===== config.mk =====
export PLATFORM = sky130hd
export DESIGN_NAME = memory_access_master
export DESIGN_NICKNAME = d
export VERILOG_FILES = /design/src/rtl/memory_access_master.sv
export SDC_FILE = /design/constraint.sdc
export NUM_CORES = 1
export LEC_CHECK = 0
export CAP_MARGIN = 20
export CORE_MARGIN = 10
export CORE_UTILIZATION = 48
export CTS_CLUSTER_SIZE = 24
export DETAILED_ROUTE_END_ITERATION = 8
export PLACE_DENSITY = 0.81
export SYNTH_ARGS = -nofsm -noshare
export SYNTH_HDL_FRONTEND = slang
export SYNTH_SLANG_ARGS = --single-unit

===== constraint.sdc =====
create_clock -name clock -period 2.5 [get_ports clock]
set_input_delay 0.75 -clock clock [delete_from_list [all_inputs] [get_ports clock]]
set_output_delay 0.75 -clock clock [all_outputs]
set_load 0.1 [all_outputs]

===== src/rtl/memory_access_master.sv =====
// Burst initiator for the segmented memory write/read ports: takes one burst
// command at a time, streams write beats out or read beats back with backpressure.
module memory_access_master #(
  parameter int ADDR_W       = 32,
  parameter int DATA_W       = 32,
  parameter int LEN_W        = 8,
  parameter int ADDR_STEP    = 4,
  parameter int READ_LATENCY = 2
) (
  input  logic              clock,
  input  logic              reset,
  input  logic              cmd_valid,
  output logic              cmd_ready,
  input  logic              cmd_write,
  input  logic [ADDR_W-1:0] cmd_address,
  input  logic [LEN_W-1:0]  cmd_len,
  input  logic              wdata_valid,
  output logic              wdata_ready,
  input  logic [DATA_W-1:0] wdata,
  output logic              rsp_valid,
  input  logic              rsp_ready,
  output logic [DATA_W-1:0] rsp_data,
  output logic              rsp_last,
  output logic              done,
  output logic [ADDR_W-1:0] wr_address,
  output logic [DATA_W-1:0] wr_data,
  output logic              wr_enable,
  output logic [ADDR_W-1:0] rd_address,
  output logic              rd_enable,
  input  logic [DATA_W-1:0] rd_data
);

  typedef enum logic [2:0] {
    IDLE,
    WRITE,
    READ_REQ,
    READ_WAIT,
    READ_RESP
  } state_t;

  localparam int                LAT_W    = (READ_LATENCY > 1) ? $clog2(READ_LATENCY) : 1;
  localparam logic [LAT_W-1:0]  LAT_LOAD = LAT_W'(READ_LATENCY - 1);
  localparam logic [ADDR_W-1:0] STEP     = ADDR_W'(ADDR_STEP);

  state_t            state;
  logic [ADDR_W-1:0] cur_addr;
  logic [LEN_W-1:0]  remaining;
  logic [LAT_W-1:0]  lat_cnt;
  // Low in reset and until the first edge after release, so cmd_ready stays 0 there.
  logic              active;

  always_comb begin
    cmd_ready   = active && (state == IDLE);
    wdata_ready = (state == WRITE);
  end

  // NOTE: every register here is assigned with <= so all branches see the
  // pre-edge values of cur_addr/remaining regardless of statement order.
  always_ff @(posedge clock or negedge reset) begin
    if (!reset) begin
      state      <= IDLE;
      active     <= 1'b0;
      cur_addr   <= '0;
      remaining  <= '0;
      lat_cnt    <= '0;
      rsp_valid  <= 1'b0;
      rsp_data   <= '0;
      rsp_last   <= 1'b0;
      done       <= 1'b0;
      wr_address <= '0;
      wr_data    <= '0;
      wr_enable  <= 1'b0;
      rd_address <= '0;
      rd_enable  <= 1'b0;
    end else begin
      active    <= 1'b1;
      wr_enable <= 1'b0;
      rd_enable <= 1'b0;
      done      <= 1'b0;

      case (state)
        IDLE: begin
          if (cmd_valid && cmd_ready) begin
            cur_addr  <= cmd_address;
            remaining <= cmd_len;
            if (cmd_write) begin
              state <= WRITE;
            end else begin
              // Strobe is registered, so it is launched on entry to READ_REQ.
              state      <= READ_REQ;
              rd_enable  <= 1'b1;
              rd_address <= cmd_address;
            end
          end
        end

        WRITE: begin
          if (wdata_valid) begin
            wr_enable  <= 1'b1;
            wr_address <= cur_addr;
            wr_data    <= wdata;
            cur_addr   <= cur_addr + STEP;
            if (remaining == '0) begin
              state <= IDLE;
              done  <= 1'b1;
            end else begin
              remaining <= remaining - 1'b1;
            end
          end
        end

        READ_REQ: begin
          state   <= READ_WAIT;
          lat_cnt <= LAT_LOAD;
        end

        READ_WAIT: begin
          if (lat_cnt == '0) begin
            rsp_valid <= 1'b1;
            rsp_data  <= rd_data;
            rsp_last  <= (remaining == '0);
            state     <= READ_RESP;
          end else begin
            lat_cnt <= lat_cnt - 1'b1;
          end
        end

        READ_RESP: begin
          if (rsp_ready) begin
            rsp_valid <= 1'b0;
            rsp_last  <= 1'b0;
            if (rsp_last) begin
              state <= IDLE;
              done  <= 1'b1;
            end else begin
              cur_addr   <= cur_addr + STEP;
              remaining  <= remaining - 1'b1;
              rd_enable  <= 1'b1;
              rd_address <= cur_addr + STEP;
              state      <= READ_REQ;
            end
          end
        end

        default: state <= IDLE;
      endcase
    end
  end

endmodule


---- Word-level counts from Yosys, hierarchy flattened ----
Index checks and enable logic that the tools add are counted.
cells by class
  muxes and demuxes ....................... 41
  bitwise gates (word level) .............. 1
  reductions and logical operators ........ 15
  add/sub/neg operators ................... 3
  equal/unequal tests ..................... 12
operator list
  operator                                                                number
  32-bit two-way mux                                                      6
  32-bit one-hot mux with 3 select lines                                  1
  32-bit one-hot mux with 2 select lines                                  1
  8-bit two-way mux                                                       5
  32-bit by 3-bit adder with 32-bit output (second input constant)        1
  8-bit one-hot mux with 3 select lines                                   1
  3-bit two-way mux                                                       5
  3-bit one-hot mux with 5 select lines                                   1
  5-bit AND reduction                                                     3
  1-bit two-way mux                                                       14
  2-bit != test (second input constant)                                   6
  1-bit one-hot mux with 2 select lines                                   5
  8-bit logical NOT                                                       1
  8-bit by 1-bit subtractor with 8-bit output (second input constant)     1
  3-bit by 2-bit equality test with 1-bit output (second input constant)  2
  6-bit AND reduction                                                     1
  2-bit nonzero test                                                      3
  2-bit two-way mux                                                       2
  2-bit by 1-bit != test with 1-bit output (second input constant)        2
  2-bit AND reduction                                                     2
  3-bit by 1-bit equality test with 1-bit output (second input constant)  1
  3-bit equality test (second input constant)                             1
  3-bit logical NOT                                                       1
  3-bit AND reduction                                                     1
  4 further kinds                                                         5
word-level totals
  logic and storage cells ................. 86
  input bits .............................. 110
  output and inout port bits .............. 135
  bits in registers ....................... 178

---- Longest topological paths before layout ----
  depth in word-level cells ............... 5
  mapped depth ............................ 9
  depth with buffers taken out ............ 7

---- Worst setup path before layout ----
No wires, ideal clock.
  path type ............................... register to register
  start point ............................. register state[1]
  end point ............................... register rd_address[18]
  cell stages (with the launch flop) ...... 7
  clock period less this slack ............ 3.443 ns
  setup time .............................. 0.131 ns
  data required time ...................... 2.369 ns
  slack ................................... -0.943 ns
  data arrival time ....................... 3.311 ns
  path buffers ............................ 1
  path through ............................ dfrtp_1 > nor4b_2 > a32oi_2 > buf_2 > nand2_1 > o21ai_0 > or3_1
between the ends
  word-level cells in the longest chain between the ends .. 5
  elaborated cells between the ends (all ways) .. 11
  classes of those cells .................. eq/ne: 5; mux: 1; reduce/logical: 5
RTL lines
  element                                                    line  text
  start: declaration                                         45    state_t state;
  start signal: assignment                                   61    state <= IDLE;
  start signal: assignment                                   87    state <= WRITE;
  start signal: assignment                                   90    state <= READ_REQ;
  3-bit logical NOT                                          53    cmd_ready = active && (state == IDLE);
  1-bit logical AND                                          53
  via cmd_ready                                              13    output logic cmd_ready,
  1-bit logical AND                                          83    if (cmd_valid && cmd_ready) begin
  2-bit by 1-bit != test with 1-bit output (no source line)  -
  5-bit AND reduction (no source line)                       -
  end signal: assignment                                     92    rd_address <= cmd_address;
  end signal: assignment                                     139   rd_address <= cur_addr + STEP;
  end: declaration                                           28    output logic [ADDR_W-1:0] rd_address,
The timed path passes the listed nets, and every way through them passes these cells.
A chain may end at the register's enable or synchronous reset.

---- Final worst setup path ----
  start point ............................. register state[0]
  end point ............................... output wdata_ready
between the ends
  word-level cells in the longest chain between the ends .. 1
RTL lines
  element                                         line  text
  3-bit by 1-bit equality test with 1-bit output  54    wdata_ready = (state == WRITE);
  end: declaration                                18    output logic wdata_ready,
Every way passes these cells.

==> insert_results.sql <==
INSERT INTO impl_metrics (metric_group, metric, value, unit) VALUES
('global_route', 'use_met3', '10.8', '%'),
('synth', 'number_of_flops_mapped_to_enable_cells_by_yosys', '0', ''),
('worst_setup_path', 'crit_path_max_incr_delay', '640', 'ps'),
('timing', 'hold_viol', '0', ''),
('placement', 'dpl_cell_area', '11000', 'µm²'),
('placement', 'gpl_wtd_cong', '0.901', ''),
('synth', 'async_flop_share', '100', '%'),
('detailed_routing', 'drt_pass1_iterations', '5', ''),
('finish', 'drive_above_1_share', '31.8', '%'),
('finish', 'antenna-diode-count', '0', ''),
('synth', 'synth-seq-cells', '178', ''),
('timing', 'rsz0062_at_grt', 'false', ''),
('global_route', 'met2_usage', '35.1', '%'),
('clock_network', 'cts.clk_slew.worst_paths', '70', 'ps'),
('finish', 'synthToLayoutAreaGrowth', '36.9', '%'),
('timing', 'post-route-worst-setup-slack', '88.6', 'ps'),
('synth', 'syn-cell-area', '8460', 'µm²'),
('global_route', 'grt_util_all_layers', '22.2', '%'),
('synth', 'syn-num-nets', '892', ''),
('detailed_routing', 'post_drt_via_cell_ratio', '5.70', ''),
('global_route', 'global_route_layer_with_the_greatest_usage', 'met2', ''),
('finish', 'layout.cell_area.non_filler', '11600', 'µm²'),
('synth', 'synth-warning-count', '0', ''),
('global_route', 'grt_start_max_net_pins', '60', ''),
('global_route', 'global_route.overflow_total', '0', ''),
('timing', 'timing.final.crit_period', '2410', 'ps'),
('worst_setup_path', 'worst-path-max-fanout', '13', ''),
('global_route', 'number_of_global_route_vias_before_repair', '7370', ''),
('placement', 'detailedPlacementHpwl', '20.0', 'mm'),
('die', 'die_h', '153', 'µm'),
('worst_setup_path', 'rr_endpoint', 'cur_addr[30]$_DFFE_PN0P_', ''),
('clock_network', 'cts_tree', 'done', ''),
('die', 'die-area', '23300', 'µm²'),
('clock_network', 'clock_sinks', '178', ''),
('clock_network', 'source_to_sink_clock_delay_at_the_later_pin_of_the_worst_skew_pair', '440', 'ps'),
('die', 'row_count', '48', ''),
('detailed_routing', 'drc', '0', ''),
('timing', 'max_freq', '415', 'MHz'),
('die', 'io_pins', '245', ''),
('worst_setup_path', 'crit_chain', 'nand2_1 -> inv_1 -> buf_12', ''),
('clock_network', 'htree_levels', '4', ''),
('worst_setup_path', 'worstSetupEndpointType', 'primary output', ''),
('worst_setup_path', 'regToRegSetupSlack', '280', 'ps'),
('timing', 'slew_viol_final', '0', ''),
('worst_hold_path', 'hp-class', 'in2async', ''),
('timing', 'setup_viol_count_final', '0', ''),
('global_route', 'grt_first_pass_wirelength', '41.8', 'mm'),
('synth', 'synthTopCellsByArea', 'sky130_fd_sc_hd__dfrtp_1, sky130_fd_sc_hd__mux2_2, sky130_fd_sc_hd__nand2_1, sky130_fd_sc_hd__o21ai_0, sky130_fd_sc_hd__a21oi_1', ''),
('finish', 'finish.utilization', '67.0', '%'),
('detailed_routing', 'routed_wire_length_per_instance', '21.0', 'µm'),
('worst_setup_path', 'crit_path_class', 'reg2out', ''),
('die', 'initial_cell_density_of_the_core', '48.9', '%'),
('status', 'run_status', 'finished, final reports clean', ''),
('detailed_routing', 'initialDrtViolationCount', '534', ''),
('worst_setup_path', 'timing.critical_path.from_type', 'flop', ''),
('synth', 'yosys_most_used_dff', 'sky130_fd_sc_hd__dfrtp_1', ''),
('worst_setup_path', 'required', '1750', 'ps'),
('synth', 'synth_common_cells', 'sky130_fd_sc_hd__dfrtp_1, sky130_fd_sc_hd__mux2_2, sky130_fd_sc_hd__nand2_1', ''),
('timing', 'final.setup_skew', '14.0', 'ps'),
('clock_network', 'clock_buffer_depth', '2', ''),
('detailed_routing', 'vias', '7183', ''),
('detailed_routing', 'drt_wl_total', '26.5', 'mm'),
('clock_network', 'post_cts_hold_buffer_count', '0', ''),
('worst_setup_path', 'regToRegStartpoint', 'cur_addr[2]$_DFFE_PN0P_', ''),
('detailed_routing', 'drtAntennaViolNets', '0', ''),
('timing', 'worst_margin_pin_slew', '706', 'ps'),
('worst_setup_path', 'crit_path_top_delay_cell', 'sky130_fd_sc_hd__dfrtp_1', ''),
('synth', 'synth_area_per_cell', '10.8', 'µm²'),
('global_route', 'antenna_found_initial', '1', ''),
('run', 'maxCapViolCount', '0', ''),
('worst_setup_path', 'rr_worst_depth', '6', '');
routing by layer:
layer / wire, µm / share of wire, %
met1: 10300 / 39
met2: 12500 / 47
met3: 3080 / 12
met4: 533 / 2.0
met5: 13 / 0.049
layout by cell type, fill, tap and decap left out, types with 4 or more instances in the layout:
master	n
sky130_fd_sc_hd__mux2_2	98
sky130_fd_sc_hd__o21a_1	4
sky130_fd_sc_hd__nand3_1	34
sky130_fd_sc_hd__inv_1	14
sky130_fd_sc_hd__buf_4	164
sky130_fd_sc_hd__o211ai_1	14
sky130_fd_sc_hd__xnor2_1	12
sky130_fd_sc_hd__o21ai_0	51
sky130_fd_sc_hd__mux2i_1	6
sky130_fd_sc_hd__o22ai_1	15
sky130_fd_sc_hd__buf_12	9
sky130_fd_sc_hd__and4_1	6
sky130_fd_sc_hd__or3_1	4
sky130_fd_sc_hd__clkdlybuf4s50_1	108
sky130_fd_sc_hd__nor3_1	17
sky130_fd_sc_hd__a22oi_1	5
sky130_fd_sc_hd__and3_1	8
sky130_fd_sc_hd__nand4_1	7
sky130_fd_sc_hd__inv_6	5
sky130_fd_sc_hd__nor4_1	7
sky130_fd_sc_hd__a21oi_1	35
sky130_fd_sc_hd__dfrtp_1	176
sky130_fd_sc_hd__nand2_1	87
sky130_fd_sc_hd__nor2_1	36
sky130_fd_sc_hd__a31oi_1	8
sky130_fd_sc_hd__a2bb2oi_1	11
sky130_fd_sc_hd__clkbuf_16	17
sky130_fd_sc_hd__xor2_1	9
critical path, delay by kind of cell, from the launching register on:
kind,cells,cell delay [ps]
buffers and inverters,2,370
DFF,1,640
and+or+nand+nor,1,210
what timing repair did:
action,in CTS,in global routing
setup endpoints to repair,0,6
buffers inserted,0,0
resized for setup,0,4
metrics by stage:
step / instances / hold slack [ps]
CTS: 1260 / 223
detailed placement: 1228 / 461
global placement: 1228 / 454
floorplan: 780 / 454
finish: 1260 / 223
global route: 1260 / 245
how the worst max path moves through the flow:
stage	startpoint	endpoint	slack (ps)	cells past startpoint
2_1_floorplan	state[0]$_DFFE_PN0P_	rd_address[18]$_DFFE_PN0P_	-150	6
3_3_place_gp	rsp_ready	cur_addr[5]$_DFFE_PN0P_	-200	7
3_5_place_dp	rsp_ready	cur_addr[18]$_DFFE_PN0P_	-260	6
4_1_cts	state[0]$_DFFE_PN0P_	cmd_ready	30	2
5_1_grt	state[0]$_DFFE_PN0P_	cmd_ready	10	2
6_report	state[0]$_DFFE_PN0P_	wdata_ready	90	3
kinds of logic (layout without fill, tap and decap cells):
family | after synthesis | in the layout | share of synthesized area (%)
AO/OA/AOI/OAI | 168 | 168 | 12.9
XOR/XNOR | 21 | 21 | 2.17
adder cells (fa/ha/maj) | 2 | 2 | 0.296
buffers and inverters | 74 | 329 | 4.13
flip-flops | 178 | 178 | 52.6
multiplexers | 104 | 104 | 13.8
other | 1 | 1 | 0.0443
AND/OR/NAND/NOR | 232 | 232 | 14.1
cell type report:
cell class | count | area (µm²) | share of cell area [%]
inverter | 15 | 56.3 | 0.486
multi-input combinational | 528 | 3690 | 31.9
clock inverter | 13 | 139 | 1.20
tap | 225 | 282 | 2.43
sequential | 178 | 4460 | 38.5
timing repair buffer | 282 | 2500 | 21.6
clock buffer | 19 | 453 | 3.91
state kept, by name, indices dropped and copies added (netlist names):
register,count
active,1
cur_addr,32
done,1
lat_cnt,1
rd_address,32
rd_enable,1
remaining,8
rsp_data,32
rsp_last,1
rsp_valid,1
state,3
wr_address,32
wr_data,32
wr_enable,1
Power is not shown: default switching activity piles up to over one toggle a cycle in this logic, so the estimate is an artifact.
